[src/rtl/uart_rx_core_if.sv]
// Receiver-side signal bundle: serial line in, deframed byte and status strobes out.
// The master is the receiver core; the slave is the consumer driving the line.
interface uart_rx_core_if;
  logic       Rx;
  logic [7:0] RxData;
  logic       RxDone;
  logic       FrameErr;
  logic       Busy;

  modport master (input Rx, output RxData, RxDone, FrameErr, Busy);
  modport slave  (output Rx, input RxData, RxDone, FrameErr, Busy);
endinterface

[src/rtl/uart_rx_core.sv]
// 8N1 UART receiver: synchronises Rx, samples each bit at its centre and reports
// a good byte with RxDone or a bad stop bit with FrameErr (both one-cycle pulses).
module uart_rx_core #(
  parameter int CLKS_PER_BIT = 5208,
  parameter int CNT_W        = 13
) (
  input  logic          Clk,
  input  logic          Rst,
  uart_rx_core_if.master bus
);

  localparam logic [CNT_W-1:0] HALF_LAST = CNT_W'(CLKS_PER_BIT / 2 - 1);
  localparam logic [CNT_W-1:0] BIT_LAST  = CNT_W'(CLKS_PER_BIT - 1);

  typedef enum logic [2:0] {IDLE, START, DATA, STOP, WAIT_IDLE} state_t;

  state_t           stateReg;
  logic [1:0]       syncReg;
  logic             rxS;
  logic [CNT_W-1:0] cntReg;
  logic [2:0]       bitIdxReg;
  logic [7:0]       shiftReg;
  logic [7:0]       rxDataReg;
  logic             rxDoneReg;
  logic             frameErrReg;
  logic             busyReg;

  // Two-flop synchroniser; resets to the idle-high line level.
  always_ff @(posedge Clk or posedge Rst) begin
    if (Rst) syncReg <= 2'b11;
    else     syncReg <= {syncReg[0], bus.Rx};
  end

  assign rxS = syncReg[1];

  always_ff @(posedge Clk or posedge Rst) begin
    if (Rst) begin
      stateReg    <= IDLE;
      cntReg      <= '0;
      bitIdxReg   <= '0;
      shiftReg    <= '0;
      rxDataReg   <= '0;
      rxDoneReg   <= 1'b0;
      frameErrReg <= 1'b0;
      busyReg     <= 1'b0;
    end else begin
      rxDoneReg   <= 1'b0;
      frameErrReg <= 1'b0;
      case (stateReg)
        IDLE: begin
          cntReg <= '0;
          if (!rxS) begin
            stateReg <= START;
            busyReg  <= 1'b1;
          end
        end
        START: begin
          if (cntReg == HALF_LAST) begin
            cntReg    <= '0;
            bitIdxReg <= '0;
            if (!rxS) begin
              stateReg <= DATA;
            end else begin
              stateReg <= IDLE;
              busyReg  <= 1'b0;
            end
          end else begin
            cntReg <= cntReg + 1'b1;
          end
        end
        DATA: begin
          if (cntReg == BIT_LAST) begin
            cntReg              <= '0;
            shiftReg[bitIdxReg] <= rxS;
            if (bitIdxReg == 3'd7) stateReg  <= STOP;
            else                   bitIdxReg <= bitIdxReg + 3'd1;
          end else begin
            cntReg <= cntReg + 1'b1;
          end
        end
        STOP: begin
          if (cntReg == BIT_LAST) begin
            cntReg <= '0;
            if (rxS) begin
              rxDataReg <= shiftReg;
              rxDoneReg <= 1'b1;
              stateReg  <= IDLE;
              busyReg   <= 1'b0;
            end else begin
              frameErrReg <= 1'b1;
              stateReg    <= WAIT_IDLE;
            end
          end else begin
            cntReg <= cntReg + 1'b1;
          end
        end
        WAIT_IDLE: begin
          // A held-low line (break) must release before a new start can be seen.
          cntReg <= '0;
          if (rxS) begin
            stateReg <= IDLE;
            busyReg  <= 1'b0;
          end
        end
        default: begin
          stateReg <= IDLE;
          cntReg   <= '0;
          busyReg  <= 1'b0;
        end
      endcase
    end
  end

  assign bus.RxData   = rxDataReg;
  assign bus.RxDone   = rxDoneReg;
  assign bus.FrameErr = frameErrReg;
  assign bus.Busy     = busyReg;

endmodule

[src/flat_wrapper.sv]
// flat-port wrapper written by rule: the top's interface ports become plain ports
module uart_rx_core_flat 
#(
  parameter int CLKS_PER_BIT = 5208,
  parameter int CNT_W        = 13
)
  (Clk, Rst, bus_Rx, bus_RxData, bus_RxDone, bus_FrameErr, bus_Busy);
  uart_rx_core_if bus_i ();
  input  logic Clk;
  input  logic Rst;
  input wire logic [$bits(bus_i.Rx)-1:0] bus_Rx;
  output wire logic [$bits(bus_i.RxData)-1:0] bus_RxData;
  output wire logic [$bits(bus_i.RxDone)-1:0] bus_RxDone;
  output wire logic [$bits(bus_i.FrameErr)-1:0] bus_FrameErr;
  output wire logic [$bits(bus_i.Busy)-1:0] bus_Busy;
  assign bus_i.Rx = bus_Rx;
  assign bus_RxData = bus_i.RxData;
  assign bus_RxDone = bus_i.RxDone;
  assign bus_FrameErr = bus_i.FrameErr;
  assign bus_Busy = bus_i.Busy;
  uart_rx_core #(.CLKS_PER_BIT(CLKS_PER_BIT), .CNT_W(CNT_W)) u_core (.Clk(Clk), .Rst(Rst), .bus(bus_i));
endmodule
[config.mk]
export PLATFORM = sky130hd
export DESIGN_NAME = uart_rx_core_flat
export DESIGN_NICKNAME = d
export VERILOG_FILES = /design/src/rtl/uart_rx_core_if.sv /design/src/rtl/uart_rx_core.sv /design/src/flat_wrapper.sv
export SDC_FILE = /design/constraint.sdc
export NUM_CORES = 1
export LEC_CHECK = 0
export CORE_UTILIZATION = 50
export CTS_CLUSTER_DIAMETER = 50
export DETAILED_ROUTE_END_ITERATION = 12
export PLACE_DENSITY = 0.78
export SKIP_CTS_REPAIR_TIMING = 1
export SYNTH_ARGS = -nofsm -noshare
export SYNTH_HDL_FRONTEND = slang
export SYNTH_SLANG_ARGS = --single-unit
[constraint.sdc]
create_clock -name Clk -period 5.2 [get_ports Clk]
set_input_delay 0.78 -clock Clk [delete_from_list [all_inputs] [get_ports Clk]]
set_output_delay 0.78 -clock Clk [all_outputs]
set_load 0.01 [all_outputs]
== Yosys cells after proc, flatten, opt, wreduce, memory -nomap -nowiden ==
Index checks and enable logic that the tools add are counted.

* RAM bits: 0
* Memories kept: 0
* Register bits: 40
* Word-level logic and storage cells: 67
* Memory bits (read-only): 0
* Bits in latches: 0

* $lt $le $gt $ge: 2
* Reduce and logical (&&, ||, !) cells: 9
* Shifts and indexed selects: 0
* Equal/unequal tests: 14
* Bitwise logic cells: 1
* Div/mod/pow operators: 0
* Mux-type cells: 30
* $mul: 0
* Add/subtract/negate cells: 2

{| class="wikitable"
|+ Operators with widths
! kind !! count
|-
| 2-to-1 mux 3 bit || 10
|-
| 2-to-1 mux 13 bit || 2
|-
| one-hot mux 13 bit (2 select lines) || 1
|-
| one-hot mux 3 bit (5 select lines) || 1
|-
| adder 13 x 1 -> 13 bit, second input constant || 1
|-
| == test 13 x 12 -> 1 bit, second input constant || 1
|-
| == test 13 bit, second input constant || 1
|-
| 2-to-1 mux 1 bit || 11
|-
| inequality test 2 x 1 -> 1 bit, second input constant || 5
|-
| bitwise mux 8 bit || 1
|-
| AND reduction 4 bit || 2
|-
| == test 3 x 2 -> 1 bit, second input constant || 2
|-
| == test 3 bit, second input constant || 2
|-
| one-hot mux 3 bit (2 select lines) || 1
|-
| AND reduction 6 bit || 1
|-
| one-hot mux 1 bit (5 select lines) || 1
|-
| < comparator 3 x 4 -> 1 bit, second input constant || 1
|-
| inequality test 2 bit, second input constant || 2
|-
| adder 3 x 1 -> 3 bit, second input constant || 1
|-
| demux 1 bit (select 3 bit) || 1
|-
| == test 3 x 1 -> 1 bit, second input constant || 1
|-
| greater-or-equal comparator 3 x 1 -> 1 bit, second input constant || 1
|-
| zero test 3 bit || 1
|-
| AND reduction 3 bit || 1
|-
| other kinds (6) || 6
|}

== Longest topological paths before layout ==
Gate-level depths: netlist (run 1).

* Word-level depth: 5
* Mapped depth: 7

== Worst setup path after synthesis (run 1) ==
Ideal clock, no wire load.

* Path kind: register to register
* Start: reg u_core.cntReg[0]
* End: reg u_core.shiftReg[0]
* Setup time: 128 ps
* Slack: 3,396 ps
* Path buffers: 2
* Arrival time: 1,677 ps
* Required time: 5,072 ps
* Stages on the path, launching flop included: 8
* Cell sequence: dfrtp_1 -> ha_1 -> and3_1 -> buf_4 -> nand3_4 -> buf_6 -> nor4_1 -> mux2_1

* Cells in the longest elaborated chain, start to end: 2

{| class="wikitable"
|+ Ends and longest elaborated chain
! element !! RTL line !! RTL
|-
| start: declaration || uart_rx_core.sv:20 || <nowiki>logic [CNT_W-1:0] cntReg;</nowiki>
|-
| start signal: assignment || uart_rx_core.sv:68 || <nowiki>cntReg <= cntReg + 1'b1;</nowiki>
|-
| start signal: assignment || uart_rx_core.sv:78 || <nowiki>cntReg <= cntReg + 1'b1;</nowiki>
|-
| start signal: assignment || uart_rx_core.sv:94 || <nowiki>cntReg <= cntReg + 1'b1;</nowiki>
|-
| == test 13 bit || uart_rx_core.sv:72 || <nowiki>if (cntReg == BIT_LAST) begin</nowiki>
|-
| AND reduction 2 bit (no source line) || -- ||
|-
| end signal: indexed assignment || uart_rx_core.sv:74 || <nowiki>shiftReg[bitIdxReg] <= rxS;</nowiki>
|-
| end: declaration || uart_rx_core.sv:22 || <nowiki>logic [7:0] shiftReg;</nowiki>
|}

No other way between the ends.
A chain may end at the register's enable or synchronous reset.

== Worst setup path after layout (run 1) ==
* Start: reg u_core.cntReg[0]
* End: reg u_core.cntReg[10]

* Cells in the longest elaborated chain, start to end: 3

{| class="wikitable"
|+ Ends and longest elaborated chain
! element !! RTL line !! RTL
|-
| adder 13 x 1 -> 13 bit (tied with other cells) || uart_rx_core.sv:68, uart_rx_core.sv:78, uart_rx_core.sv:94 ||
|-
| 2-to-1 mux 13 bit, on equally long branches || uart_rx_core.sv:72, uart_rx_core.sv:82, uart_rx_core.sv:58 ||
|-
| one-hot mux 13 bit (2 select lines) (*) || uart_rx_core.sv:49 || <nowiki>case (stateReg)</nowiki>
|}

Every way passes the cells marked *; elsewhere a longest branch is shown, timed or not.

==> results.json, run 1 <==
{
  "async_flop_share": 1.00,
  "setup_violations": 0,
  "worst-r2r-cell-count": 5,
  "routabilityCongestion": 0.837,
  "synth_cell_types": 47,
  "cap_viol_max_count": 0,
  "hp-class": "register to register",
  "drc_errors": 0,
  "hold_viol": 0,
  "layout_common_cells": "dfrtp_1, nor2_1, clkdlybuf4s50_1",
  "io_buffers": 13,
  "end_kind": "register",
  "worst_pin_slew_ns": 0.876,
  "hp-start": "u_core.syncReg[0]",
  "syn_area_per_cell_um2": 11.6,
  "grt_overflow": 0,
  "clockRootBuffer": "clkbuf_8",
  "critPathKind": "register to register",
  "ys_ff_latch": 40,
  "syn_to_final_growth_pct": 11.8,
  "drtPass1Iterations": 4,
  "worstPathArrival_ns": 2.36,
  "dieArea_um2": 4210,
  "reg2reg_from": "u_core.cntReg[0]",
  "totalWireLength_um": 3530,
  "ff2ff_setup_slack_ns": 2.97,
  "yosys.area.top_type": "dfrtp_1",
  "start_util": 0.532,
  "grt_max_degree": 41,
  "num_rows": 22,
  "clock_skew_ns": 0.00586,
  "die_h_um": 64.9,
  "hold_depth": 0,
  "fill_cells": 309,
  "viasPerCell": 5.88,
  "rsz0062_at_grt": "false",
  "drt_iter0_markers": 124,
  "tns_ns": 0,
  "cts_sinks": 40,
  "htree_levels": 2,
  "synth_seq_area_share": 0.508,
  "power_density_nw_per_um2": 240,
  "synth_edf_count": 0,
  "wire_per_inst_um": 15.2,
  "dp_hpwl_um": 2470,
  "num_vias": 1364,
  "leakage_uw": 0.000982,
  "tritoncts": "done",
  "ys.flop_type": "dfrtp_1",
  "holdWs_ns": 0.356,
  "final_nets": 189,
  "critPathRequiredTime_ns": 5.33,
  "die_w_um": 64.9,
  "drv_slew": 0,
  "cp_max_fo": 13,
  "synth_area_um2": 1980,
  "timing.fmax_ghz": 0.449,
  "synthTopCellsByArea": "dfrtp_1, mux2_2, xor2_1",
  "start_kind": "register",
  "clk_pin_slew_ns": 0.07,
  "syn_nets": 176,
  "grt_pass1_wl_um": 5940,
  "fin_crit_sh": 0.428,
  "cts_buffers": 5,
  "antenna_left": 0,
  "layout.cells.most_common": "dfrtp_1",
  "yosysTopAreaCellShare": 0.481,
  "antenna_found_initial": 0,
  "track_usage": 0.192,
  "ir_drop_v": 0.000112,
  "n_antenna_cell": 0,
  "min_to": "u_core.syncReg[1]",
  "clock_latency_ns": 0.29,
  "r2r-end": "u_core.cntReg[10]",
  "slew_headroom": 0.412,
  "yosys_warnings": 0,
  "drive_above_1_share": 0.190,
  "top_level_ports": 14,
  "status": "finished, final reports clean",
  "synthCells": 170,
  "coreArea_um2": 3720,
  "clockBufferDepth": 2,
  "fin_crit_ns": 2.23,
  "grt_pass1_vias": 1288
}
==> metal layers <==
metal  GRT usage  vias to the layer above  wire (um)
met5           0                        -          0
met4       0.100                        0         73
met3      0.0581                        9        159
met2       0.294                       42       1700
met1       0.242                      671       1600
li1            -                      642          -
==> cells in the mapped netlist (2+ instances only) <==
master	n
a21oi_1	2
and3_1	4
and4bb_2	2
buf_4	2
buf_6	2
clkbuf_1	3
dfrtp_1	38
dfstp_2	2
ha_1	3
inv_1	7
mux2_1	6
mux2_2	10
nand2_1	3
nand3_1	7
nand3_4	2
nand4_1	5
nor2_1	18
nor4_1	8
o211ai_1	2
o21ai_0	3
o21ai_1	3
o311ai_0	3
or2b_2	2
xnor2_1	2
xor2_1	9
==> through the flow <==
step / power, uW / instance area, um^2 / cells / worst slack, ns / utilization
finish: 530 / 2210 / 232 / 2.97 / 0.594
global route: 551 / 2210 / 232 / 2.70 / 0.594
CTS: 537 / 2210 / 232 / 2.96 / 0.594
detailed placement: 329 / 2120 / 224 / 2.98 / 0.569
global placement: 329 / 2120 / 224 / 3.12 / 0.569
floorplan: 325 / 1980 / 170 / 3.40 / -
==> cell type report <==
| cell class | instances | area (um^2) | share of cell area |
|---|---|---|---|
| inverters | 7 | 26.3 | 0.0119 |
| well taps | 48 | 60.1 | 0.0272 |
| clock buffers | 6 | 82.6 | 0.0374 |
| multi-input cells | 115 | 888 | 0.402 |
| repair buffers | 14 | 138 | 0.0623 |
| flip-flops and latches | 40 | 1000 | 0.454 |
| clock inverters | 2 | 10.0 | 0.00453 |
==> sequential cells by signal, indices dropped and copies added, names as in the netlist <==
register             cells
u_core.bus.RxDone        1
u_core.cntReg           13
u_core.bus.RxData        8
u_core.syncReg           2
u_core.bus.FrameErr      1
u_core.shiftReg          8
u_core.stateReg          3
u_core.bus.Busy          1
u_core.bitIdxReg         3
==> worst max path at each step <==
stage               slack [ns]             start  depth (start not counted)                 end
finish                    2.97  u_core.cntReg[0]                          5   u_core.cntReg[10]
global route              2.70  u_core.cntReg[0]                          5   u_core.cntReg[11]
CTS                       2.96  u_core.cntReg[0]                          5   u_core.cntReg[12]
detailed placement        2.98  u_core.cntReg[0]                          5   u_core.cntReg[12]
global placement          3.12  u_core.cntReg[0]                          5   u_core.cntReg[10]
floorplan                 3.40  u_core.cntReg[0]                          7  u_core.shiftReg[0]
==> critical path, cell delays in order, from the launching register on <==
cell and delay, ns:
dfrtp_1 0.37, ha_1 0.27, nor4bb_1 0.45, a31oi_1 0.14, o21ai_1 0.72, nor2_1 0.13
==> power breakdown <==
group	total [uW]	leakage, uW	switching, uW	internal [uW]
logic	8.95	0.000399	6.61	2.34
clock network	207	0.0000510	101	106
registers	314	0.000532	1.63	312
==> logic make-up (layout without fill, tap and decap cells) <==
| kind of cell | after synthesis | in the layout | share of synthesized area |
|---|---|---|---|
| AOI/OAI and AO/OA | 17 | 17 | 0.0583 |
| xor gates and xnor gates | 11 | 11 | 0.0488 |
| adders and majority gates | 3 | 3 | 0.0190 |
| DFF | 40 | 40 | 0.508 |
| muxes | 17 | 17 | 0.0963 |
| and+or+nand+nor | 67 | 67 | 0.227 |
| buffers and inverters | 15 | 29 | 0.0424 |
Note: power is estimated with default switching activity, not from simulation.
==> inputs of run 2 (changes only) <==
- clock period: 5.2 -> 2.14 ns (I/O delays scaled with it)
==> results.json, run 2 (synthesis results as in run 1) <==
{
  "drtPass1Iterations": 4,
  "crit_path_cell_trace": "nor4_4 -> nand3_4 -> nor3_4 -> mux2_2",
  "final_nets": 191,
  "antenna_left": 0,
  "timing.fmax_ghz": 0.499,
  "die_h_um": 64.9,
  "n_antenna_cell": 0,
  "worst_path_max_delay_cell": "dfrtp_1",
  "critPathKind": "register to register",
  "largest_reg_flops": 13,
  "drt_iter0_markers": 93,
  "cts_buffers": 5,
  "worstPathArrival_ns": 2.18,
  "antenna_found_initial": 0,
  "hp-class": "register to register",
  "fin_crit_ns": 2.00,
  "grt_pass1_vias": 1373,
  "totalWireLength_um": 3530,
  "clock_skew_ns": 0.00596,
  "ff2ff_setup_slack_ns": 0.14,
  "slew_headroom": 0.609,
  "io_buffers": 13,
  "dpl_cell_area_um2": 2130,
  "start_kind": "register",
  "r2r-end": "u_core.bus.RxData[6]",
  "instances_no_fill": 234,
  "clock_latency_ns": 0.29,
  "syn_to_final_growth_pct": 12.5,
  "critPathRequiredTime_ns": 2.31,
  "crit_end": "u_core.bus.RxData[6]",
  "drc_errors": 0,
  "htree_levels": 2,
  "regMostFlops": "u_core.cntReg",
  "stdcell_area_um2": 2220,
  "dp_hpwl_um": 2510,
  "end_kind": "register",
  "power_density_nw_per_um2": 579,
  "critPathMaxStageDelay_ns": 0.45,
  "fin_util": 0.598,
  "wire_per_inst_um": 15.1,
  "top_level_ports": 14,
  "status": "finished, final reports clean",
  "cp_max_fo": 13,
  "worst-r2r-cell-count": 4,
  "hold_viol": 0,
  "grt_overflow": 0,
  "num_rows": 22,
  "clockBufferDepth": 2,
  "rsz0062_at_grt": "false",
  "drive_above_1_share": 0.199,
  "worstSetupStartpoint": "u_core.cntReg[5]",
  "fin_crit_sh": 0.936,
  "layout.cells.most_common": "dfrtp_1",
  "tns_ns": 0,
  "start_util": 0.532,
  "cts_sinks": 40,
  "drv_slew": 0,
  "dieArea_um2": 4210,
  "grt_max_degree": 41,
  "placedCellCount": 226,
  "num_vias": 1342,
  "worst_pin_slew_ns": 0.579,
  "reg2reg_from": "u_core.cntReg[5]",
  "track_usage": 0.202,
  "setup_violations": 0,
  "clk_pin_slew_ns": 0.07,
  "grt_pass1_wl_um": 6340,
  "tritoncts": "done",
  "cap_viol_max_count": 0,
  "viasPerCell": 5.74,
  "layout_common_cells": "dfrtp_1, nor2_1, clkdlybuf4s50_1",
  "routabilityCongestion": 0.823,
  "clockRootBuffer": "clkbuf_8",
  "die_w_um": 64.9,
  "leakage_uw": 0.000993,
  "ir_drop_v": 0.000352,
  "coreArea_um2": 3720
}
[run 2: cell types whose count changed in the layout (fill, tap and decap cells not counted), sizes merged]
| cell | before | now |
|---|---|---|
| buf | 1 | 3 |
[run 2: worst max-delay path: cells and delay by family (launching register included)]
| family | cells | cell delay (ns) |
|---|---|---|
| flops | 1 | 0.45 |
| mux | 1 | 0.39 |
| simple gates | 3 | 1.04 |
[run 2: final cells by class]
type	count	area, um^2
Fill cell	309	1490
Timing Repair Buffer	16	153
Tap cell	48	60.1
Clock buffer	6	82.6
Multi-Input combinational cell	115	888
Inverter	7	26.3
Clock inverter	2	10.0
Sequential cell	40	1000
[run 2: power by group]
part           total, uW  switching [uW]  internal, uW
Clock                504             247           257
Combinational       21.3            15.6          5.70
Sequential           763            3.60           759
[run 2: through the flow]
| stage | hold WS (ns) | total power [uW] | worst slack [ns] |
|---|---|---|---|
| 3_3_place_gp | 0.346 | 799 | 0.225 |
| 3_5_place_dp | 0.353 | 800 | 0.135 |
| 5_1_grt | 0.365 | 1340 | 0.0160 |
| 6_report | 0.361 | 1290 | 0.136 |
| 2_1_floorplan | 0.325 | 790 | 0.336 |
| 4_1_cts | 0.364 | 1300 | 0.123 |
[run 2: how the worst min path moves through the flow]
stage | start | endpoint | slack, ns | depth (start not counted)
after global routing | u_core.syncReg[0] | u_core.syncReg[1] | 0.37 | 0
after floorplan | bus_Rx | u_core.syncReg[0] | 0.33 | 0
after global placement | u_core.syncReg[0] | u_core.syncReg[1] | 0.35 | 0
after CTS | u_core.syncReg[0] | u_core.syncReg[1] | 0.36 | 0
after detailed placement | u_core.syncReg[0] | u_core.syncReg[1] | 0.35 | 0
final | u_core.syncReg[0] | u_core.syncReg[1] | 0.36 | 0
[run 2: metal layers]
layer,up-vias,wire (um),GRT usage
met2,32,1720,0.322
li1,643,-,-
met5,-,0,0
met1,656,1590,0.247
met3,11,122,0.0581
met4,0,98,0.108
